### src/rtl/score_keeper_if.sv
// ============================================================================
//  Module      : score_keeper_if
//  Description : Goal inputs and score/status outputs of the score keeper,
//                bundled with master (puck logic / display side) and slave
//                (score keeper) views.
//  Revision    : 1.0 - initial release
// ============================================================================
`default_nettype none

interface score_keeper_if;
    logic       goal_p1;
    logic       goal_p2;
    logic [3:0] p1_ones;
    logic [2:0] p1_tens;
    logic [3:0] p2_ones;
    logic [2:0] p2_tens;
    logic       game_over;
    logic [1:0] winner;
    logic [1:0] serve;

    // Puck logic drives the goal levels and observes the scoreboard.
    modport master (
        output goal_p1, goal_p2,
        input  p1_ones, p1_tens, p2_ones, p2_tens, game_over, winner, serve
    );

    // Score keeper consumes the goal levels and drives the scoreboard.
    modport slave (
        input  goal_p1, goal_p2,
        output p1_ones, p1_tens, p2_ones, p2_tens, game_over, winner, serve
    );
endinterface

`default_nettype wire

### src/rtl/score_keeper.sv
// ============================================================================
//  Module      : score_keeper
//  Description : Two-player BCD score keeper. Counts rising edges of the goal
//                levels, applies a post-goal lockout, tracks the server and
//                freezes the board once a player reaches WIN_SCORE.
//  Revision    : 1.0 - initial release
// ============================================================================
`default_nettype none

module score_keeper #(
    parameter int WIN_SCORE = 11,   // 1..79, binary score that ends the game
    parameter int LOCKOUT   = 4     // 1..255, cycles of goal blanking after a goal
) (
    input  wire logic     clk,
    input  wire logic     rst,
    score_keeper_if.slave sk
);

    typedef enum logic [1:0] {
        S_PLAY = 2'd0,
        S_HOLD = 2'd1,
        S_OVER = 2'd2
    } state_t;

    // Winning score expressed as BCD so it compares directly with the digits.
    localparam logic [3:0] c_win_ones  = 4'(WIN_SCORE % 10);
    localparam logic [2:0] c_win_tens  = 3'(WIN_SCORE / 10);
    localparam logic [6:0] c_win_bcd   = {c_win_tens, c_win_ones};
    localparam logic [7:0] c_lock_load = 8'(LOCKOUT - 1);

    state_t     r_state;
    logic       r_prev_p1;
    logic       r_prev_p2;
    logic [7:0] r_lock_cnt;
    logic [3:0] r_p1_ones;
    logic [2:0] r_p1_tens;
    logic [3:0] r_p2_ones;
    logic [2:0] r_p2_tens;
    logic       r_game_over;
    logic [1:0] r_winner;
    logic [1:0] r_serve;

    logic       w_edge_p1;
    logic       w_edge_p2;
    logic [6:0] w_p1_next;
    logic [6:0] w_p2_next;

    // BCD increment of a {tens, ones} pair; tens never passes 7 for legal WIN_SCORE.
    function automatic logic [6:0] bcd_inc(input logic [2:0] tens, input logic [3:0] ones);
        if (ones == 4'd9) begin
            bcd_inc = {tens + 3'd1, 4'd0};
        end else begin
            bcd_inc = {tens, ones + 4'd1};
        end
    endfunction

    // Rising-edge detection against the previous registered sample, plus the
    // candidate incremented score for each player.
    always_comb begin
        w_edge_p1 = sk.goal_p1 & ~r_prev_p1;
        w_edge_p2 = sk.goal_p2 & ~r_prev_p2;
        w_p1_next = bcd_inc(r_p1_tens, r_p1_ones);
        w_p2_next = bcd_inc(r_p2_tens, r_p2_ones);
    end

    // Game state machine: scoring, lockout countdown and end-of-game freeze.
    always_ff @(posedge clk) begin
        if (rst) begin
            r_state     <= S_PLAY;
            r_prev_p1   <= 1'b0;
            r_prev_p2   <= 1'b0;
            r_lock_cnt  <= 8'd0;
            r_p1_ones   <= 4'd0;
            r_p1_tens   <= 3'd0;
            r_p2_ones   <= 4'd0;
            r_p2_tens   <= 3'd0;
            r_game_over <= 1'b0;
            r_winner    <= 2'b00;
            r_serve     <= 2'b01;
        end else begin
            // Previous samples track the inputs in every state so a level held
            // across HOLD/OVER cannot produce a late edge.
            r_prev_p1 <= sk.goal_p1;
            r_prev_p2 <= sk.goal_p2;

            case (r_state)
                S_PLAY: begin
                    // Simultaneous edges cancel: nobody scores.
                    if (w_edge_p1 && !w_edge_p2) begin
                        {r_p1_tens, r_p1_ones} <= w_p1_next;
                        r_serve                <= 2'b10;
                        if (w_p1_next == c_win_bcd) begin
                            r_state     <= S_OVER;
                            r_game_over <= 1'b1;
                            r_winner    <= 2'b01;
                        end else begin
                            r_state    <= S_HOLD;
                            r_lock_cnt <= c_lock_load;
                        end
                    end else if (w_edge_p2 && !w_edge_p1) begin
                        {r_p2_tens, r_p2_ones} <= w_p2_next;
                        r_serve                <= 2'b01;
                        if (w_p2_next == c_win_bcd) begin
                            r_state     <= S_OVER;
                            r_game_over <= 1'b1;
                            r_winner    <= 2'b10;
                        end else begin
                            r_state    <= S_HOLD;
                            r_lock_cnt <= c_lock_load;
                        end
                    end
                end
                S_HOLD: begin
                    // Counter is loaded with LOCKOUT-1, so HOLD lasts LOCKOUT cycles.
                    if (r_lock_cnt == 8'd0) begin
                        r_state <= S_PLAY;
                    end else begin
                        r_lock_cnt <= r_lock_cnt - 8'd1;
                    end
                end
                S_OVER: begin
                    r_state <= S_OVER;
                end
                default: begin
                    r_state <= S_PLAY;
                end
            endcase
        end
    end

    assign sk.p1_ones   = r_p1_ones;
    assign sk.p1_tens   = r_p1_tens;
    assign sk.p2_ones   = r_p2_ones;
    assign sk.p2_tens   = r_p2_tens;
    assign sk.game_over = r_game_over;
    assign sk.winner    = r_winner;
    assign sk.serve     = r_serve;

endmodule

`default_nettype wire

### src/flat_wrapper.sv
// flat-port wrapper written by rule: the top's interface ports become plain ports
module score_keeper_flat 
#(
    parameter int WIN_SCORE = 11,                                            
    parameter int LOCKOUT   = 4                                                    
)
  (clk, rst, sk_goal_p1, sk_goal_p2, sk_p1_ones, sk_p1_tens, sk_p2_ones, sk_p2_tens, sk_game_over, sk_winner, sk_serve);
  score_keeper_if sk_i ();
  input  wire logic clk;
  input  wire logic rst;
  input wire logic [$bits(sk_i.goal_p1)-1:0] sk_goal_p1;
  input wire logic [$bits(sk_i.goal_p2)-1:0] sk_goal_p2;
  output wire logic [$bits(sk_i.p1_ones)-1:0] sk_p1_ones;
  output wire logic [$bits(sk_i.p1_tens)-1:0] sk_p1_tens;
  output wire logic [$bits(sk_i.p2_ones)-1:0] sk_p2_ones;
  output wire logic [$bits(sk_i.p2_tens)-1:0] sk_p2_tens;
  output wire logic [$bits(sk_i.game_over)-1:0] sk_game_over;
  output wire logic [$bits(sk_i.winner)-1:0] sk_winner;
  output wire logic [$bits(sk_i.serve)-1:0] sk_serve;
  assign sk_i.goal_p1 = sk_goal_p1;
  assign sk_i.goal_p2 = sk_goal_p2;
  assign sk_p1_ones = sk_i.p1_ones;
  assign sk_p1_tens = sk_i.p1_tens;
  assign sk_p2_ones = sk_i.p2_ones;
  assign sk_p2_tens = sk_i.p2_tens;
  assign sk_game_over = sk_i.game_over;
  assign sk_winner = sk_i.winner;
  assign sk_serve = sk_i.serve;
  score_keeper #(.WIN_SCORE(WIN_SCORE), .LOCKOUT(LOCKOUT)) u_core (.clk(clk), .rst(rst), .sk(sk_i));
endmodule
### config.mk
export PLATFORM = sky130hd
export DESIGN_NAME = score_keeper_flat
export DESIGN_NICKNAME = d
export VERILOG_FILES = /design/src/rtl/score_keeper_if.sv /design/src/rtl/score_keeper.sv /design/src/flat_wrapper.sv
export SDC_FILE = /design/constraint.sdc
export NUM_CORES = 1
export LEC_CHECK = 0
export CELL_PAD_IN_SITES_DETAIL_PLACEMENT = 0
export CELL_PAD_IN_SITES_GLOBAL_PLACEMENT = 1
export CORE_MARGIN = 5
export CORE_UTILIZATION = 35
export CTS_CLUSTER_DIAMETER = 100
export DETAILED_ROUTE_END_ITERATION = 10
export DONT_BUFFER_PORTS = 1
export PLACE_DENSITY = 0.59
export SLEW_MARGIN = 25
export SYNTH_ARGS = -nofsm -noshare
export SYNTH_HDL_FRONTEND = slang
export SYNTH_SLANG_ARGS = --single-unit
### constraint.sdc
create_clock -name clk -period 4.4 [get_ports clk]
set_input_delay 0.22 -clock clk [delete_from_list [all_inputs] [get_ports clk]]
set_output_delay 0.22 -clock clk [all_outputs]
set_load 0.05 [all_outputs]
==> summary.md <==
| Metric | Value |
|---|---|
| Largest net degree at the start of global routing | `19` |
| DP Wirelength | `2490 um` |
| CTS-repair resized insts | `0` |
| CP Capture Type | `register` |
| Vias/cell | `5.45` |
| Worst Reg-to-Reg Cells | `4` |
| Asr flop ratio synth | `0%` |
| 1st-iter DRT viols | `55` |
| Row cnt | `24` |
| Min-Delay Path Depth | `1` |
| Ys flop type | `dfxtp_1` |
| Setup TNS | `0 ns` |
| Slew at the pin closest to its max-slew limit | `0.757 ns` |
| Syn Inst Count | `181` |
| Power per cell area | `417 mW/mm^2` |
| Pre-CTS setup slack | `2.17 ns` |
| CTS tree | `yes` |
| Fin Hold WS | `0.0639 ns` |
| Overall routing resource usage | `12.3%` |
| Peak supply drop | `0.000168 V` |
| Hold Path Sink | `u_core.r_prev_p2$_SDFF_PP0_` |
| Routability cong. | `0.754` |
| Tmin final | `2.21 ns` |
| GR Overflow Total | `0` |
| Count of buffers from port buffering | `0` |
| Yosys Warn Count | `0` |
| Final Hold Fails | `0` |
| Fin nets | `195` |
| CP Class | `register to register` |
| Antenna violations before repair | `0` |
| CTS root buffer | `clkbuf_8` |
| Starting Density | `36.8%` |
| Total CTS buffers | `5` |
| Vias in the first global route | `1212` |
| H-tree Lvls | `2` |
| Fin util | `40.4%` |
| Max Cap Viol | `0` |
| Fin. max-slew vios | `0` |
| Worst Hold Launch | `sk_goal_p2` |
| Achievable Freq | `0.453 GHz` |
| Post-synthesis cell area | `0.00162 sq mm` |
| First-pass DRT Iterations | `4` |
| EDFF count, synth | `0` |
| CP max FO | `6` |
| Startpoint Class | `register` |
| Hold Crit Class | `input port to register` |
| FILL cells | `442` |
| WP data arrival | `2.40 ns` |
| Reg-to-Reg End | `u_core.r_lock_cnt[4]$_SDFFE_PP0P_` |
| Core area | `0.00441 sq mm` |
| Clock Sinks | `31` |
| Final setup fails | `0` |
| First-pass GRT wire length | `6050 um` |
| Hold Buf Count CTS | `1` |
| Area delta synth->final | `9.78%` |
| Share of layout cells above drive strength 1 | `10.2%` |
| Crit-path cells | `nor4b_1 > a2111o_1 > nand2_1 > a311oi_1` |
| R2r startpoint | `u_core.sk.p1_tens[0]$_SDFFE_PP0P_` |
| Post-CTS Setup Bufs | `0` |
| Post-Syn Nets | `191` |
| Die span in x | `78.1 um` |
| Slowest-stage cell, CP | `dfxtp_1` |
| # diodes | `0` |
| Via count | `1296` |
| Leak | `0.666 nW` |
| Synth Area per Inst | `8.97 sq um` |
| Commonest non-fill, non-tap cells in the layout | `dfxtp_1 (31), a21oi_1 (20), nor2_1 (18)` |
| DRC errors left | `0` |
| Remaining antenna violation count | `0` |
| RSZ-0062 raised after global routing | `false` |
| Synth unique cells | `45` |
| Slew headroom | `48.8%` |
| Status | `finished clean` |
| CP peak stage delay | `0.69 ns` |
| Clock transition at path regs | `0.07 ns` |
| WL/cell | `15.3 um` |
| Die height | `78.1 um` |
| Clock latency at the later pin of the worst-skew pair | `0.28 ns` |
| Multi-input gate area | `920 sq um` |
| Crit path required time | `4.60 ns` |
| I/O pin total | `23` |
| Area taken by flip-flops and latches | `621 sq um` |
| Seq/Total Area, Yosys | `38.2%` |
| Routed WL | `3650 um` |
| Fin crit share | `50.2%` |
| Die area | `0.00610 sq mm` |
| Seq cells post-synth | `31` |
| Register-to-register setup slack | `2.19 ns` |
| Max Clock Skew | `0.00843 ns` |
| Leading cell type in the layout, fill and taps excluded | `dfxtp_1` |
| Final worst setup slack | `2.19 ns` |
| Clk buf depth | `2` |
==> worst max-delay path, delay by kind of cell (launching register included) <==
kind,cells,cell delay [ns]
AND/OR/NAND/NOR,2,0.82
flip-flops,1,0.69
AO/OA/AOI/OAI,2,0.61
==> state kept, by name, summed over array words and instances (netlist names) <==
name,count
u_core.sk.winner,2
u_core.sk.serve,2
u_core.sk.p2_ones,4
u_core.r_prev_p1,1
u_core.r_lock_cnt,8
u_core.sk.p1_ones,4
u_core.sk.game_over,1
u_core.r_state,2
u_core.r_prev_p2,1
u_core.sk.p1_tens,3
u_core.sk.p2_tens,3
==> area by class of cell <==
type / count / area share, %
Tap cell: 52 / 3.65
Clock inverter: 2 / 1.96
Sequential cell: 31 / 34.8
Timing Repair Buffer: 3 / 1.68
Multi-Input combinational cell: 136 / 51.6
Clock buffer: 6 / 4.63
Inverter: 8 / 1.68
==> power breakdown <==
part	internal [W]	switching, W
combinational	0.0000491	0.0000699
clock	0.000183	0.000108
sequential	0.000296	0.0000374
==> logic make-up after synthesis <==
logic type | after synthesis | share of synthesized area (%)
mux | 2 | 1.23
buf+inv | 14 | 5.16
simple gates | 69 | 26.8
flops | 31 | 38.2
compound gates | 51 | 19.6
xor+xnor | 8 | 4.31
fa+ha+maj | 6 | 4.62
==> how the worst max path moves through the flow <==
| stage | startpoint | end | slack [ns] | cells past startpoint |
|---|---|---|---|---|
| 6_report | u_core.sk.p1_tens[0]$_SDFFE_PP0P_ | u_core.r_lock_cnt[4]$_SDFFE_PP0P_ | 2.19 | 4 |
| 5_1_grt | u_core.sk.p1_tens[0]$_SDFFE_PP0P_ | u_core.r_lock_cnt[6]$_SDFFE_PP0P_ | 1.94 | 4 |
| 4_1_cts | u_core.sk.p1_tens[0]$_SDFFE_PP0P_ | u_core.r_lock_cnt[4]$_SDFFE_PP0P_ | 2.18 | 4 |
| 3_5_place_dp | u_core.sk.p1_tens[0]$_SDFFE_PP0P_ | u_core.r_lock_cnt[4]$_SDFFE_PP0P_ | 2.17 | 4 |
| 3_3_place_gp | u_core.r_prev_p1$_SDFF_PP0_ | u_core.r_lock_cnt[4]$_SDFFE_PP0P_ | 2.27 | 6 |
| 2_1_floorplan | u_core.sk.p2_tens[0]$_SDFFE_PP0P_ | u_core.r_lock_cnt[0]$_SDFFE_PP0P_ | 2.48 | 4 |
==> synthesized netlist by cell type, types with 2 or more instances <==
cell type | count | area [sq um]
o31a_1 | 2 | 17.5
xnor2_1 | 2 | 17.5
a211oi_1 | 6 | 45.0
nor3b_1 | 2 | 15.0
o21ai_0 | 9 | 45.0
nor3_1 | 7 | 35.0
clkbuf_8 | 3 | 41.3
nor2b_1 | 7 | 43.8
a31oi_1 | 3 | 18.8
a21oi_1 | 20 | 100
nand2_1 | 12 | 45.0
dfxtp_1 | 31 | 621
and2b_2 | 2 | 17.5
xor2_1 | 6 | 52.6
nor2_1 | 18 | 67.6
nand3_1 | 4 | 20.0
ha_1 | 6 | 75.1
clkbuf_1 | 2 | 7.51
nand2b_1 | 2 | 12.5
o211ai_1 | 3 | 22.5
a311oi_1 | 2 | 17.5
mux2i_1 | 2 | 20.0
inv_1 | 8 | 30.0
==> layer usage <==
layer	track usage (%)	share of wire (%)	up-vias
li1	-	-	660
met1	14.2	45	611
met2	20.9	48	20
met3	4.69	5.5	5
met4	4.05	1.3	0
met5	0	0	-
==> through the flow <==
| step | area, sq um | instances | power (W) |
|---|---|---|---|
| 3_5_place_dp | 1640 | 227 | 0.000454 |
| 6_report | 1780 | 238 | 0.000744 |
| 5_1_grt | 1780 | 238 | 0.000789 |
| 3_3_place_gp | 1640 | 227 | 0.000452 |
| 4_1_cts | 1760 | 236 | 0.000753 |
| 2_1_floorplan | 1620 | 181 | 0.000436 |
Note: power is estimated with default switching activity, not from simulation.
